File: src/rtl/bk_restoring_divider.sv
// Iterative unsigned restoring divider: one trial subtraction per cycle, start/done handshake.
// Optional macro BK_DIV_ZERO_CHECK_EN adds a short-cut ZERO state for a zero divisor.
module bk_restoring_divider #(
    parameter int WIDTH = 4
) (
    input  logic             clk,
    input  logic             rst_n,
    input  logic             start,
    input  logic [WIDTH-1:0] dividend,
    input  logic [WIDTH-1:0] divisor,
    output logic             busy,
    output logic             done,
    output logic [WIDTH-1:0] quotient,
    output logic [WIDTH-1:0] remainder,
    output logic             div_by_zero
);

    localparam int CNT_W = (WIDTH > 2) ? $clog2(WIDTH) : 1;

`ifdef BK_DIV_ZERO_CHECK_EN
    typedef enum logic [1:0] {S_IDLE, S_RUN, S_DONE, S_ZERO} state_t;
`else
    typedef enum logic [1:0] {S_IDLE, S_RUN, S_DONE} state_t;
`endif

    state_t             state_q;
    logic [CNT_W-1:0]   cnt_q;
    logic [WIDTH-1:0]   d_q;
    logic [WIDTH-1:0]   q_q;
    logic [WIDTH-1:0]   r_q;
    logic [WIDTH-1:0]   quotient_q;
    logic [WIDTH-1:0]   remainder_q;
    logic               busy_q;
    logic               done_q;
    logic [WIDTH-1:0]   q_d;
    logic [WIDTH-1:0]   r_d;

    // One restoring step: shift in the next dividend bit, keep the difference only if no borrow.
    function automatic logic [2*WIDTH-1:0] trial_step(input logic [WIDTH-1:0] r,
                                                      input logic [WIDTH-1:0] q,
                                                      input logic [WIDTH-1:0] d);
        logic [WIDTH-1:0] r_sh;
        logic [WIDTH:0]   diff;
        r_sh = {r[WIDTH-2:0], q[WIDTH-1]};
        diff = {1'b0, r_sh} + {1'b1, ~d} + (WIDTH+1)'(1);
        if (!diff[WIDTH]) begin
            return {diff[WIDTH-1:0], q[WIDTH-2:0], 1'b1};
        end
        return {r_sh, q[WIDTH-2:0], 1'b0};
    endfunction

    always_comb begin
        {r_d, q_d} = trial_step(r_q, q_q, d_q);
    end

`ifdef BK_DIV_ZERO_CHECK_EN
    logic dbz_q;
    assign div_by_zero = dbz_q;
`else
    assign div_by_zero = 1'b0;
`endif

    always_ff @(posedge clk or negedge rst_n) begin
        if (!rst_n) begin
            state_q     <= S_IDLE;
            cnt_q       <= '0;
            d_q         <= '0;
            q_q         <= '0;
            r_q         <= '0;
            quotient_q  <= '0;
            remainder_q <= '0;
            busy_q      <= 1'b0;
            done_q      <= 1'b0;
`ifdef BK_DIV_ZERO_CHECK_EN
            dbz_q       <= 1'b0;
`endif
        end else begin
            done_q <= 1'b0;
            case (state_q)
                S_IDLE: begin
                    if (start) begin
                        d_q    <= divisor;
                        q_q    <= dividend;
                        r_q    <= '0;
                        cnt_q  <= CNT_W'(WIDTH - 1);
                        busy_q <= 1'b1;
`ifdef BK_DIV_ZERO_CHECK_EN
                        dbz_q   <= 1'b0;
                        state_q <= (divisor == '0) ? S_ZERO : S_RUN;
`else
                        state_q <= S_RUN;
`endif
                    end
                end
                S_RUN: begin
                    r_q <= r_d;
                    q_q <= q_d;
                    // Results are registered on the last step so they are valid with done.
                    if (cnt_q == '0) begin
                        state_q     <= S_DONE;
                        busy_q      <= 1'b0;
                        done_q      <= 1'b1;
                        quotient_q  <= q_d;
                        remainder_q <= r_d;
                    end else begin
                        cnt_q <= cnt_q - 1'b1;
                    end
                end
                S_DONE: begin
                    state_q <= S_IDLE;
                end
`ifdef BK_DIV_ZERO_CHECK_EN
                S_ZERO: begin
                    state_q     <= S_DONE;
                    busy_q      <= 1'b0;
                    done_q      <= 1'b1;
                    quotient_q  <= '1;
                    remainder_q <= q_q;
                    dbz_q       <= 1'b1;
                end
`endif
                default: begin
                    state_q <= S_IDLE;
                end
            endcase
        end
    end

    assign busy      = busy_q;
    assign done      = done_q;
    assign quotient  = quotient_q;
    assign remainder = remainder_q;

endmodule

File: config.mk
export PLATFORM = sky130hd
export DESIGN_NAME = bk_restoring_divider
export DESIGN_NICKNAME = d
export VERILOG_FILES = /design/src/rtl/bk_restoring_divider.sv
export SDC_FILE = /design/constraint.sdc
export NUM_CORES = 1
export LEC_CHECK = 0
export ABC_AREA = 1
export BUFFER_PORTS_ARGS = -buffer_cell sky130_fd_sc_hd__buf_4
export CAP_MARGIN = 20
export CORE_MARGIN = 2
export CORE_UTILIZATION = 35
export CTS_BUF_LIST = sky130_fd_sc_hd__clkbuf_4
export DETAILED_ROUTE_END_ITERATION = 7
export GPL_TIMING_DRIVEN = 0
export PLACE_DENSITY = 0.54
export SYNTH_ARGS = -nofsm -noshare
export SYNTH_HDL_FRONTEND = slang
export SYNTH_SLANG_ARGS = --single-unit
File: constraint.sdc
create_clock -name clk -period 1.8 [get_ports clk]
set_input_delay 0.54 -clock clk [delete_from_list [all_inputs] [get_ports clk]]
set_output_delay 0.54 -clock clk [all_outputs]
set_load 0.01 [all_outputs]
==> summary.md, run 1 <==
| Metric | Value |
|---|---|
| Status | `finished with violations` |
| Failing checks | `setup timing` |
| DP HPWL | `1680 µm` |
| Crit Path Category | `register to register` |
| Placed Instance Area | `1420 µm²` |
| Avg Cell Area, Syn | `9.18 µm²` |
| Setup violators final | `1` |
| Post-route minimum period | `1830 ps` |
| Total global routing overflow | `0` |
| H-tree levels | `1` |
| Leading area contributor after synthesis | `dfrtp_1` |
| Number of global-route vias before repair | `915` |
| Residual DRC | `0` |
| Crit path from | `d_q[0]` |
| CTS clock-pin slew for the worst setup and hold paths | `140 ps` |
| Hold Path Class | `input port to asynchronous set/reset pin` |
| Global-route wire length before repair | `4040 µm` |
| Dominant cell by count in the synthesized netlist | `nand2_1` |
| Crit path to | `r_q[1]` |
| Dominant synthesized flop cell | `dfrtp_1` |
| Vias | `947` |
| Routed Antenna Nets | `0` |
| Total track usage | `13.0%` |
| Largest net degree at the start of global routing | `26` |
| CTS Buf Count | `3` |
| CP startpoint kind | `register` |
| Worst Setup End Kind | `register` |
| Area share of the largest cell type after synthesis | `51.6%` |
| IO Count | `22` |
| Dominant cells by area after synthesis | `dfrtp_1 (52%), nand2_1 (11%), nand3_1 (5.4%)` |
| Starting Density | `36.3%` |
| Sum Neg Setup Slack | `-25.6 ps` |
| Worst Path Arrival | `about 2100 ps` |
| GPL Wtd Cong | `0.833` |
| Clk_skew | `0.986 ps` |
| Register area share after synthesis | `51.6%` |
| Post-synth ARST share | `100%` |
| Clock Tree Root | `clkbuf_4` |
| Post-synth EDFFs | `0` |
| Cell Rows | `21` |
| Hold WS | `100 ps` |
| Syn Nets | `149` |
| CTS tree | `yes` |
| Max_cap viols | `0` |
| Port Buffer Count | `20` |
| Required @ worst endpoint | `2020 ps` |
| Pwr Density | `2050 nW/µm²` |
| Dpl ws | `5.49 ps` |
| Worst-Skew Late Latency | `between 300 and 400 ps` |
| Antenna violations before repair | `0` |
| F_max | `548 MHz` |
| Die Area | `3950 µm²` |
| ANT cells | `0` |
| YS warnings | `0` |
| Critical R2R Launch | `d_q[0]` |
| P&R area growth vs syn | `28.2%` |
| R2r setup slk | `-30 ps` |
| Synth unique cells | `24` |
| Synth top cells by count | `nand2_1 (35), dfrtp_1 (25), inv_1 (15), nand3_1 (13), o21ai_0 (9)` |
| Hold-fix buffers, CTS | `0` |
| Static Leak | `between 0.8 and 0.9 nW` |
| Layout cells sized above 1 | `35.4%` |
| Placeable Area | `3340 µm²` |
| Maximum vdd drop | `0.998 mV` |
| Initial DRC Count | `19` |
| Syn Inst Count | `132` |
| Routed len/inst | `12.1 µm` |
| Reg2Reg Capture Point | `r_q[1]` |
| #FFs+latches synth | `25` |
| Layout fillers | `329` |
| Pre-Repair DR Iteration Count | `4` |
| Worst r2r path cells | `7` |
| Via/cell ratio | `about 4.6` |
| Final hold vios | `0` |
| Die outline width | `62.9 µm` |
| Tcrit/Tclk final | `101%` |
| Final critical-path setup slack | `-25.6 ps` |
| Post-synthesis cell area | `around 1200 µm²` |
| Die height | `around 63 µm` |
| RSZ-0062 raised after global routing | `true` |
| Design Area, Final | `~1600 µm²` |
| Bufs on Longest Clock Path | `2` |
| Max-slew violations | `0` |
| Largest fanout on the critical path | `6` |
| Routed WL | `between 2000 and 3000 µm` |
| Clk sink count | `25` |
| Nets | `179` |
| Final Core Density | `between 40 and 50%` |
==> sequential cells by signal, summed over array words and instances, names as in the netlist <==
signal / flops
busy: 1
cnt_q: 2
d_q: 4
done: 1
q_q: 4
quotient: 4
r_q: 3
remainder: 4
state_q: 2
==> worst max-delay path: stages (launching register included) <==
cell      delay (ps)
dfrtp_1          440
ha_4             180
fa_2             370
nand3b_1         300
nand2_4          200
nand2_2           80
nand3_1           90
o21ai_1           70
==> layer usage <==
layer / global-route usage [%] / wire (µm) / up-vias
li1: - / - / 483
met1: 17.3 / 1150 / 445
met2: 21.0 / 1240 / 17
met3: 4.32 / 106 / 2
met4: 2.50 / 13 / 0
met5: 0 / 0 / -
==> area by class of cell <==
class                   instances  area, µm²  share of cell area (%)
flip-flops and latches         25        626                    40.3
multi-input cells              86        566                    36.4
repair buffers                 25        188                    12.1
inverters                      19       71.3                    4.59
well taps                      46       57.6                    3.70
clock buffers                   3       22.5                    1.45
plain buffers                   2       18.8                    1.21
clock inverters                 1       5.00                   0.322
==> stage by stage <==
step,instances,power [mW]
finish,207,3.18
CTS,204,2.87
global route,207,3.48
floorplan,132,2.10
global placement,198,2.49
detailed placement,198,2.54
==> cells in the final DEF, fill, tap and decap left out, types with 5 or more instances in the layout <==
master,n
dfrtp_1,25
inv_1,14
nand3_2,5
nand2_1,31
nand3_1,8
inv_2,5
buf_4,26
o21ai_0,7
==> timing repair <==
item	in CTS	in global routing
gates resized for setup	1	17
pin swaps	1	7
cloned	0	0
setup endpoints to repair	2	8
setup buffers	2	3
==> how the worst min path moves through the flow <==
stage                   from       end  slack (ps)  cells past startpoint
finish                 rst_n    d_q[3]         100                      1
global route           rst_n    r_q[2]          90                      1
CTS                    rst_n      done          90                      1
detailed placement      busy      busy         460                      2
global placement    cnt_q[0]  cnt_q[0]         450                      1
floorplan              rst_n      busy         240                      0
==> power by group <==
| part | switching (mW) | leakage [nW] | internal [mW] | total, mW |
|---|---|---|---|---|
| clock network | 0.174 | 0.0177 | 0.0833 | 0.258 |
| registers | 0.147 | 0.305 | 0.829 | 0.976 |
| logic | 1.14 | 0.481 | 0.811 | 1.95 |
==> kinds of logic (layout without fill, tap and decap cells) <==
logic type,count (synthesis),count (layout),share of synthesized area (%)
and+or+nand+nor,57,57,22.0
adders and majority gates,6,6,6.81
other,1,1,0.309
AOI/OAI and AO/OA,21,21,11.1
buffers and inverters,21,50,7.43
DFF,25,25,51.6
xor gates and xnor gates,1,1,0.723
Power figures use the tool's default switching activity.
==> inputs of run 2 (changes only) <==
Clock period 1.8 ns to 1.7 ns, I/O delays scaled along.
==> summary.md, run 2 (synthesis gave the netlist of run 1 again) <==
| Metric | Value |
|---|---|
| Seq. cell area | `~630 µm²` |
| Vias | `926` |
| Commonest non-fill, non-tap cell in the layout | `nand2_1` |
| Worst Setup End Kind | `register` |
| Cell Rows | `21` |
| Total track usage | `a little over an eighth` |
| Nets | `between 150 and 200` |
| Clk_skew | `2.40 ps` |
| Routed Antenna Nets | `0` |
| Setup violators final | `8` |
| Port Buffer Count | `20` |
| Max-slew violations | `0` |
| Worst-Skew Late Latency | `about 320 ps` |
| Layout cells sized above 1 | `31.4%` |
| Global-route wire length before repair | `4020 µm` |
| CTS tree | `yes` |
| Final hold vios | `0` |
| Leading cell types in the layout, fill and taps excluded | `nand2_1 (33), dfrtp_1 (25), buf_4 (24)` |
| Area of the multi-input gates | `523 µm²` |
| Antenna violations before repair | `0` |
| Clock Tree Root | `clkbuf_4` |
| GPL Wtd Cong | `0.833` |
| Starting Density | `36.3%` |
| CTS Buf Count | `3` |
| Die Area | `3950 µm²` |
| Residual DRC | `0` |
| Clk sink count | `25` |
| Die outline width | `between 60 and 70 µm` |
| Total global routing overflow | `0` |
| Routed len/inst | `about 11 µm` |
| Failing checks | `setup timing` |
| Bufs on Longest Clock Path | `2` |
| Dpl ws | `-94.5 ps` |
| Layout fillers | `341` |
| H-tree levels | `1` |
| Max_cap viols | `0` |
| Hold Path Class | `input port to asynchronous set/reset pin` |
| CP startpoint kind | `register` |
| Pre-Repair DR Iteration Count | `4` |
| Crit Path Category | `register to register` |
| Initial DRC Count | `20` |
| ANT cells | `0` |
| Final Core Density | `44.8%` |
| Final critical-path setup slack | `-61.2 ps` |
| R2r setup slk | `-60 ps` |
| Post-route minimum period | `~1800 ps` |
| Largest fanout on the critical path | `6` |
| Die height | `around 63 µm` |
| DP HPWL | `~1700 µm` |
| Routed WL | `2350 µm` |
| CTS clock-pin slew for the worst setup and hold paths | `approximately 140 ps` |
| Static Leak | `slightly below 0.8 nW` |
| Worst Path Arrival | `1990 ps` |
| RSZ-0062 raised after global routing | `true` |
| Largest net degree at the start of global routing | `26` |
| P&R area growth vs syn | `23.4%` |
| IO Count | `22` |
| F_max | `568 MHz` |
| Maximum vdd drop | `around 1.1 mV` |
| PnR Total Power | `around 3.1 mW` |
| Hold-fix buffers, CTS | `0` |
| Tcrit/Tclk final | `104%` |
| Number of global-route vias before repair | `912` |
| Placeable Area | `3340 µm²` |
| Status | `finished with violations` |
| Required @ worst endpoint | `1930 ps` |
| Pwr Density | `~2100 nW/µm²` |
| Via/cell ratio | `4.52` |
==> run 2: cell types whose count changed in the layout (fill, tap and decap cells not counted) <==
cell	change
nand3_4	-1
nand3_2	-2
nand2_4	-1
ha_4	-1
buf_4	-2
nand2_2	-1
ha_2	+1
nand2_1	+2
nand3_1	+3
==> run 2: critical path, stage by stage, from the launching register on <==
cell and delay, ps:
dfrtp_1 420, ha_2 200, fa_2 340, nand3b_1 260, nand2_2 210, nand2_1 90, nand3_1 90, nand2_1 50
==> run 2: layout make-up <==
| type | instances | area share, % |
|---|---|---|
| clock inverter | 1 | 0.334 |
| multi-input combinational | 86 | 34.9 |
| clock buffer | 3 | 1.51 |
| inverter | 19 | 4.77 |
| timing repair buffer | 23 | 11.5 |
| buffer | 2 | 1.25 |
| tap | 46 | 3.85 |
| sequential | 25 | 41.8 |
==> run 2: stage by stage <==
stage	hold slack, ps	area (µm²)	std cells	setup TNS [ps]
final	69.7	1500	205	-302
after global routing	64.5	1500	205	-1120
after CTS	63.5	1470	204	0
after detailed placement	439	1420	198	-586
after global placement	434	1420	198	-380
after floorplan	214	1210	132	0
==> run 2: worst paths after layout <==
check / from / endpoint / depth (start not counted)
worst max-delay path: d_q[0] / remainder[2] / 7
worst min-delay path: rst_n / r_q[2] / 1
worst max register to register: d_q[0] / remainder[2] / 7
worst min register to register: cnt_q[0] / cnt_q[0] / 1
max in group asynchronous: rst_n / remainder[0] / 1
min in group clk: divisor[0] / d_q[0] / 3
==> run 2: power breakdown <==
group | switching (mW) | internal (mW) | leakage, nW
Combinational | 1.07 | 0.771 | 0.461
Clock | 0.184 | 0.0882 | 0.0177
Sequential | 0.150 | 0.877 | 0.305
==> run 2: timing repair <==
action / CTS / global route
hold endpoints to repair: 0 / 0
resized for setup: 3 / 7
pin swaps: 2 / 4
setup endpoints to repair: 8 / 9
setup buffers: 2 / 1
==> run 2: metal layers <==
metal	up-vias	share of wire (%)	GRT usage, %	wire length (µm)
met4	0	0.55	2.50	13
met1	426	46	17.2	1090
li1	476	-	-	-
met5	-	0	0	0
met3	2	5.4	4.32	126
met2	22	48	21.0	1120
